## src/rtl/pc_predict.sv

```systemverilog
// Fetch PC generator with a direct-mapped BTB and 2-bit direction counters.
// Produces the instruction-memory address for IF. It accepts trap and
// execute-stage redirects, and it trains the BTB from resolved branches.
module pc_predict #(
    parameter int              XLEN         = 32,
    parameter logic [XLEN-1:0] RESET_VECTOR = '0,
    parameter int              BTB_ENTRIES  = 16
) (
    input  logic            clk,
    input  logic            rst,
    input  logic            stall,
    input  logic            trap_valid,
    input  logic [XLEN-1:0] trap_vector,
    input  logic            redirect_valid,
    input  logic [XLEN-1:0] redirect_target,
    input  logic            upd_valid,
    input  logic [XLEN-1:0] upd_pc,
    input  logic            upd_taken,
    input  logic [XLEN-1:0] upd_target,
    output logic [XLEN-1:0] pc,
    output logic [XLEN-1:0] pcplus4,
    output logic            pred_taken,
    output logic [XLEN-1:0] pred_target
);

    localparam int IDXW = $clog2(BTB_ENTRIES);
    localparam int TAGW = XLEN - IDXW - 2;

    // Clears the two byte-offset bits so every fetch address is word aligned.
    localparam logic [XLEN-1:0] ALIGN_MASK = ~XLEN'(3);

    // Moves a 2-bit counter one step toward taken or not-taken, holding at 0 and 3.
    function automatic logic [1:0] ctr_step(input logic [1:0] c, input logic taken);
        logic [1:0] r;
        r = c;
        if (taken && c != 2'b11)
            r = c + 2'b01;
        else if (!taken && c != 2'b00)
            r = c - 2'b01;
        return r;
    endfunction

    logic [XLEN-1:0]        pc_q, pc_d;
    logic [BTB_ENTRIES-1:0] valid_q;
    logic [TAGW-1:0]        tag_q [BTB_ENTRIES];
    logic [XLEN-1:0]        tgt_q [BTB_ENTRIES];
    logic [1:0]             ctr_q [BTB_ENTRIES];

    logic [IDXW-1:0] rd_idx, wr_idx;
    logic [TAGW-1:0] rd_tag, wr_tag;
    logic            rd_hit, wr_hit;
    logic            unused_upd_lsb;

    // The BTB ignores the byte offset of the trained PC.
    assign unused_upd_lsb = &{1'b0, upd_pc[1:0]};

    // Read port. Updates land at the clock edge, so the lookup always sees the pre-update entry.
    assign rd_idx      = pc_q[IDXW+1:2];
    assign rd_tag      = pc_q[XLEN-1:IDXW+2];
    assign rd_hit      = valid_q[rd_idx] && (tag_q[rd_idx] == rd_tag);
    assign pred_taken  = rd_hit && ctr_q[rd_idx][1];
    assign pred_target = pred_taken ? tgt_q[rd_idx] : '0;

    assign pc      = pc_q;
    assign pcplus4 = pc_q + XLEN'(4);

    // Training port.
    assign wr_idx = upd_pc[IDXW+1:2];
    assign wr_tag = upd_pc[XLEN-1:IDXW+2];
    assign wr_hit = valid_q[wr_idx] && (tag_q[wr_idx] == wr_tag);

    // Next-PC select. The order is trap, redirect, stall, predicted-taken, sequential.
    always_comb begin
        pc_d = pcplus4;
        if (trap_valid)
            pc_d = trap_vector & ALIGN_MASK;
        else if (redirect_valid)
            pc_d = redirect_target & ALIGN_MASK;
        else if (stall)
            pc_d = pc_q;
        else if (pred_taken)
            pc_d = pred_target & ALIGN_MASK;
    end

    // PC register. Reset loads the reset vector immediately.
    always_ff @(posedge clk or posedge rst) begin
        if (rst)
            pc_q <= RESET_VECTOR;
        else
            pc_q <= pc_d;
    end

    // Valid bits. They are the only BTB state that reset touches.
    always_ff @(posedge clk or posedge rst) begin
        if (rst)
            valid_q <= '0;
        else if (upd_valid && !wr_hit && upd_taken)
            valid_q[wr_idx] <= 1'b1;
    end

    // Tag, target and counter storage. A hit trains the entry; a taken miss allocates it.
    always_ff @(posedge clk) begin
        if (upd_valid) begin
            if (wr_hit) begin
                ctr_q[wr_idx] <= ctr_step(ctr_q[wr_idx], upd_taken);
                if (upd_taken)
                    tgt_q[wr_idx] <= upd_target;
            end else if (upd_taken) begin
                tag_q[wr_idx] <= wr_tag;
                tgt_q[wr_idx] <= upd_target;
                ctr_q[wr_idx] <= 2'b10;
            end
        end
    end

endmodule

```

## config.mk

```make
export PLATFORM = sky130hd
export DESIGN_NAME = pc_predict
export DESIGN_NICKNAME = d
export VERILOG_FILES = /design/src/rtl/pc_predict.sv
export SDC_FILE = /design/constraint.sdc
export NUM_CORES = 1
export LEC_CHECK = 0
export CORE_MARGIN = 1
export CORE_UTILIZATION = 55
export DETAILED_ROUTE_END_ITERATION = 7
export GPL_TIMING_DRIVEN = 0
export PLACE_DENSITY = 0.86
export SLEW_MARGIN = 20
export SYNTH_ARGS = -nofsm -noshare
export SYNTH_HDL_FRONTEND = slang
export SYNTH_SLANG_ARGS = --single-unit
```

## constraint.sdc

```tcl
create_clock -name clk -period 4.9 [get_ports clk]
set_input_delay 0.98 -clock clk [delete_from_list [all_inputs] [get_ports clk]]
set_output_delay 0.98 -clock clk [all_outputs]
set_load 0.02 [all_outputs]
```

==> impl_metrics.py, run 1 <==
metrics = {
    "sta": {
        "report.final.hold_viol_count": 0,
        "worst_pin_slew_ns": 1.105,
        "fin_ws_ns": -0.7461,
        "fin_skew_ns": 0.05641,
        "min_period_over_period_pct": 115.2,
        "setup_viol": 95,
        "fmax_mhz": 177.1,
        "maxSlewViolCount": 0,
        "slew_headroom_pct": 26.35,
        "grt_setup_unrepaired": "true",
        "min_period_ns": 5.646,
    },
    "placement": {
        "placed_cell_area_um2": 49950,
        "portBuffers": 219,
        "place_congestion": 1.013,
        "dp_hpwl_um": 105800,
    },
    "critical_path": {
        "crit_path_max_incr_delay_ns": 0.55,
        "rrSetupSlack_ns": -0.62,
        "worst_ep_arrival_time_ns": 4.67,
        "worst_path_max_delay_cell": "mux4_2",
        "worstPathRequired_ns": 3.92,
        "rr_endpoint": "pc[11]",
        "reg2reg_depth": 29,
        "crit_path_end": "pred_target[20]",
        "cpMostUsedCell": "buf_4",
        "path_max_fanout": 10,
        "startpoint": "pc[2]",
        "path_class": "reg2out",
        "rr_startpoint": "pc[2]",
        "startpoint_type": "register",
        "end_kind": "output pin",
        "crit_chain": "buf_6, buf_12, buf_16, buf_16, buf_6, mux4_2, mux2i_4, xnor2_1, nor2_1, nand4_1, o31ai_4, buf_4, buf_4, nand4_1, inv_1, buf_4",
    },
    "synthesis": {
        "postSynthCellCount": 2399,
        "netlist_area_um2": 45220,
        "synth.area.mux_share_pct": 21.54,
        "ys_seq_area_share_pct": 66.29,
        "ys_ff_latch": 1006,
        "synth_top_family_by_area": "multiplexers",
        "synth_cell_types": 71,
        "synth_edf_count": 960,
        "yosys_warnings": 0,
        "ys.flop_type": "edfxtp_1",
        "synth_area_leaders": "edfxtp_1, mux4_2, dfrtp_1",
        "synthAdderAreaFrac_pct": 0.08301,
        "synth-simple-area-share_pct": 4.358,
        "synth.largest_area_cell": "edfxtp_1",
        "synth_top_area_share_pct": 63.75,
        "async_reset_ff_share_pct": 4.573,
        "synth_compound_area_share_pct": 3.970,
        "synth-xor-area-share_pct": 1.472,
        "avgSynthCellArea_um2": 18.85,
    },
    "clock_network": {
        "clkTransAtPathRegs_ns": 0.07,
        "max-clock-path-buffers": 3,
        "cts_tree": "built",
        "insertion_delay_ns": 0.70,
        "cts-root-buf": "clkbuf_16",
        "cts.sink_count": 1006,
        "h-tree-depth": 3,
        "cts_buffers": 98,
    },
    "finish": {
        "seq_area_um2": 29980,
        "layout_common_cells": "edfxtp_1, mux4_2, clkdlybuf4s50_1",
        "area.growth.synth_to_final_pct": 22.72,
        "multi_input_area_um2": 15110,
        "design_area_um2": 55490,
        "utilization_pct": 68.56,
        "drive_above_1_share_pct": 35.38,
        "finalNetCount": 3011,
        "final_common_cell": "edfxtp_1",
        "fillers": 4855,
    },
    "die": {
        "ios": 232,
        "dieWidth_um": 288.7,
        "initial_utilization_pct": 55.87,
        "core-area_um2": 80940,
        "rows": 104,
        "die_h_um": 288.7,
        "dieArea_um2": 83370,
    },
    "route": {
        "drt.antenna.violating_nets": 0,
        "viasPerCell": 7.603,
        "drc": 0,
        "drt-initial-drc-count": 6087,
        "wire_per_inst_um": 41.00,
        "drt-total-wl_um": 165000,
        "dr_total_vias": 30600,
        "dr.pass1.iters": 8,
    },
    "global_routing": {
        "antenna_found_initial": 12,
        "grt_usage_pct": 39.50,
        "grt_pass1_wl_um": 225500,
        "grt_pass1_vias": 29970,
        "grt_max_degree": 31,
        "overflow": 0,
    },
    "worst_hold_path": {
        "hold_path_depth": 1,
        "holdCritPathClass": "reg2reg",
    },
    "run_status": {
        "violations": "setup timing",
        "status": "complete, but fails checks",
    },
    "power_and_ir_drop": {
        "power.leakage_nw": 18.34,
        "vdd_drop_max_mv": 0.3178,
        "power_density_nw_per_um2": 375.0,
    },
    "run": {
        "cap_violations": 0,
    },
}
[synthesized netlist by cell type (all sizes together), types with 17 or more instances]
| library cell | n |
|---|---|
| xnor2 | 63 |
| nand3 | 29 |
| nand2 | 44 |
| a21oi | 43 |
| nor2 | 101 |
| a31oi | 30 |
| o211ai | 17 |
| o22ai | 20 |
| mux4 | 390 |
| clkbuf | 79 |
| edfxtp | 960 |
| mux2 | 30 |
| buf | 91 |
| o21ai | 26 |
| and3 | 20 |
| or2 | 23 |
| inv | 45 |
| nand2b | 25 |
| and2 | 23 |
| nor3 | 18 |
| mux2i | 62 |
| nand4 | 49 |
| o31ai | 24 |
| dfrtp | 46 |
| nor2b | 17 |
[state kept, by name, summed over array words and instances (netlist names)]
signal and cells:
ctr_q 32, pc 30, tag_q 416, tgt_q 512, valid_q 16
[worst min path at each step]
stage                           start          end  slack (ns)
after floorplan            valid_q[6]   valid_q[6]        0.45
after global placement     valid_q[6]   valid_q[6]        0.46
after detailed placement   valid_q[8]   valid_q[8]        0.48
after CTS                  valid_q[5]   valid_q[5]        0.49
after global routing      valid_q[12]  valid_q[12]        0.52
final                      valid_q[6]   valid_q[6]        0.49
[metal layers]
metal | GRT usage (%) | wire (um)
met5 | 0 | 124
met1 | 48.06 | 50110
met2 | 59.21 | 74130
met4 | 23.16 | 12120
met3 | 16.79 | 28550
[through the flow]
step	instances	power [W]	TNS, ns	setup WS (ns)	hold slack, ns
3_5_place_dp	3732	0.01276	-863.81	-2.295	0.4752
4_1_cts	3972	0.02043	-12.61	-0.4441	0.4934
3_3_place_gp	3681	0.01265	-2292.61	-3.861	0.4615
6_report	4025	0.02081	-22.40	-0.7461	0.4935
2_1_floorplan	2402	0.01149	-0.9176	-0.02384	0.4452
5_1_grt	4014	0.02109	-21.73	-0.7360	0.5162
[cell type report]
class | count | area share (%)
sequential | 1006 | 54.03
buffer | 166 | 2.665
clock buffer | 121 | 4.593
antenna | 14 | 0.06313
tap | 1060 | 2.390
inverter | 45 | 0.3044
multi-input combinational | 1181 | 27.23
clock inverter | 57 | 1.143
timing repair buffer | 375 | 7.583
[critical path, delay by kind of cell, from the launching register on]
kind            cells  cell delay, ns
compound gates      1            0.36
simple gates        3            0.74
mux                 2            0.79
buf+inv             9            1.46
xor+xnor            1            0.11
flops               1            0.50
[what timing repair did]
action | CTS | global route
setup endpoints to repair | 588 | 171
resized for setup | 471 | 128
hold buffers | 0 | 0
setup buffers | 64 | 39
pin swaps | 36 | 44
gates cloned | 0 | 3
[power breakdown]
group / internal, W / total (W) / switching (W)
Clock: 0.00416 / 0.00765 / 0.00349
Combinational: 0.00142 / 0.00340 / 0.00198
Sequential: 0.00959 / 0.00977 / 0.000181
Total: 0.0152 / 0.0208 / 0.00565
[cell families after synthesis]
kind of cell	after synthesis
other	1
adders and majority gates	3
DFF	1006
muxes	482
and+or+nand+nor	371
AOI/OAI and AO/OA	245
buffers and inverters	215
xor gates and xnor gates	76
Note: power is estimated with default switching activity, not from simulation.
==> run 2: changes to the inputs <==
--- a/config.mk
+++ b/config.mk
@@ -10,7 +10,7 @@
 export DETAILED_ROUTE_END_ITERATION = 7
 export GPL_TIMING_DRIVEN = 0
 export PLACE_DENSITY = 0.86
-export SLEW_MARGIN = 20
+export SLEW_MARGIN = 5
 export SYNTH_ARGS = -nofsm -noshare
 export SYNTH_HDL_FRONTEND = slang
 export SYNTH_SLANG_ARGS = --single-unit
==> constraint.sdc (replaced) <==
create_clock -name clk -period 7.1 [get_ports clk]
set_input_delay 1.42 -clock clk [delete_from_list [all_inputs] [get_ports clk]]
set_output_delay 1.42 -clock clk [all_outputs]
set_load 0.02 [all_outputs]
==> run 2 against run 1 <==
Register-to-register slack gained 2.8 ns. Worst setup slack gained 0.56 ns. The run still ends with setup timing left. Clock power shrank 28%. Critical path depth shrank 6. Critical endpoint unchanged.
==> impl_metrics.py, run 2 (same netlist as run 1, synthesis figures left out) <==
metrics = {
    "placement": {
        "dp_cells": 3729,
        "portBuffers": 219,
        "pre_cts_slack_ns": -0.6633,
        "place_congestion": 0.9824,
        "dp_hpwl_um": 103500,
    },
    "finish": {
        "largest_register_ffs": 512,
        "largest_register": "tgt_q",
        "drive_above_1_share_pct": 29.03,
        "area.growth.synth_to_final_pct": 18.05,
        "reg.largest.list": "tgt_q (512), tag_q (416), ctr_q (32)",
        "fillers": 5084,
        "fin_cells": 3925,
        "finalNetCount": 2914,
        "final_common_cell": "edfxtp_1",
        "layout_common_cells": "edfxtp_1, mux4_2, clkdlybuf4s50_1",
    },
    "die": {
        "dieArea_um2": 83370,
        "ios": 232,
        "rows": 104,
        "initial_utilization_pct": 55.87,
        "die_h_um": 288.7,
        "dieWidth_um": 288.7,
        "core-area_um2": 80940,
    },
    "critical_path": {
        "reg2reg_depth": 8,
        "path_class": "reg2out",
        "worst-path-stages": 10,
        "worstPathRequired_ns": 5.68,
        "worst_ep_arrival_time_ns": 5.87,
        "end_kind": "output pin",
        "path_delay_family": "buffers and inverters",
        "path_max_fanout": 10,
        "cpMostUsedCell": "clkbuf_2",
        "worst_path_max_delay_cell": "dfrtp_1",
        "worst-path-buf-inv": 7,
        "startpoint_type": "register",
        "crit_chain": "clkbuf_2, clkbuf_2, buf_1, clkbuf_2, nand2_1, o31ai_4, buf_2, nand4_1, inv_1, clkdlybuf4s50_1",
        "crit_path_max_incr_delay_ns": 0.78,
    },
    "sta": {
        "worst_pin_slew_ns": 1.299,
        "holdWs_ns": 0.4946,
        "fmax_mhz": 137.2,
        "fin_ws_ns": -0.1880,
        "min_period_over_period_pct": 102.6,
        "fin_skew_ns": 0.04335,
        "setup_viol": 18,
        "finalSetupTns_ns": -1.543,
        "report.final.hold_viol_count": 0,
        "maxSlewViolCount": 0,
        "slew_headroom_pct": 12.74,
        "min_period_ns": 7.288,
    },
    "route": {
        "viasPerCell": 7.454,
        "drt-total-wl_um": 155000,
        "dr.pass1.iters": 8,
        "wire_per_inst_um": 39.50,
        "drc": 0,
        "dr_total_vias": 29260,
        "drt-initial-drc-count": 5602,
        "drt.antenna.violating_nets": 0,
    },
    "global_routing": {
        "overflow": 0,
        "grt_max_degree": 30,
        "grt_pass1_vias": 29230,
        "grt_pass1_wl_um": 215900,
        "antenna_found_initial": 9,
        "grt_usage_pct": 37.60,
    },
    "clock_network": {
        "cts-root-buf": "clkbuf_16",
        "max-clock-path-buffers": 3,
        "clkTransAtPathRegs_ns": 0.07,
        "h-tree-depth": 3,
        "cts.sink_count": 1006,
        "cts_tree": "built",
        "cts_buffers": 98,
        "insertion_delay_ns": 0.71,
        "cts-hold-fix-buffers": 0,
    },
    "power_and_ir_drop": {
        "power.leakage_nw": 17.33,
        "power_density_nw_per_um2": 268.9,
        "vdd_drop_max_mv": 0.2163,
    },
    "run": {
        "cap_violations": 0,
    },
    "worst_hold_path": {
        "hold_path_depth": 1,
        "holdCritPathClass": "reg2reg",
    },
    "run_status": {
        "violations": "setup timing",
        "status": "complete, but fails checks",
    },
}
## run 2: layout make-up
type | count | area, um^2 | share of cell area, %
Tap cell | 1060 | 1326 | 2.485
Clock inverter | 70 | 874.6 | 1.638
Antenna cell | 6 | 15.01 | 0.02813
Timing Repair Buffer | 275 | 3049 | 5.712
Multi-Input combinational cell | 1181 | 14490 | 27.14
Inverter | 45 | 168.9 | 0.3164
Clock buffer | 113 | 2529 | 4.737
Buffer | 169 | 950.9 | 1.781
Sequential cell | 1006 | 29980 | 56.16
## run 2: metal layers
metal / track usage [%] / share of wire (%) / up-vias
met1: 46.58 / 31 / 14670
met4: 19.00 / 6.2 / 16
li1: - / - / 10790
met3: 15.96 / 17 / 649
met5: 1.136 / 0.17 / -
met2: 56.75 / 45 / 3129
## run 2: path summary, 6_finish.rpt
| path | start | end | slack, ns |
|---|---|---|---|
| min reg2reg | valid_q[1] | valid_q[1] | 0.49 |
| min in group asynchronous | rst | valid_q[13] | 1.11 |
| max in group asynchronous | rst | pc[4] | 5.44 |
| min | valid_q[1] | valid_q[1] | 0.49 |
| max | pc[5] | pred_target[20] | -0.19 |
| max reg2reg | tag_q[3][14] | ctr_q[14][0] | 2.20 |
## run 2: metrics by stage
step	power (W)	instance area, um^2	util (%)
3_3_place_gp	0.008723	48750	60.23
2_1_floorplan	0.007931	45230	-
4_1_cts	0.01423	53240	65.78
5_1_grt	0.01457	53370	65.94
6_report	0.01435	53380	65.95
3_5_place_dp	0.008787	49680	61.38
## run 2: where the power goes
| group | switching (W) | internal [W] | total [W] | leakage, nW |
|---|---|---|---|---|
| Combinational | 0.00125 | 0.000829 | 0.00208 | 6.49 |
| Clock | 0.00240 | 0.00314 | 0.00554 | 1.67 |
| Sequential | 0.000120 | 0.00662 | 0.00674 | 9.17 |
| Total | 0.00377 | 0.0106 | 0.0144 | 17.3 |
## run 2: what timing repair did
item                       in CTS  in global routing
gates resized for setup        51                 48
setup buffers                   4                  4
hold endpoints to repair        0                  0
pin swaps                       4                  5
setup endpoints to repair      45                 35
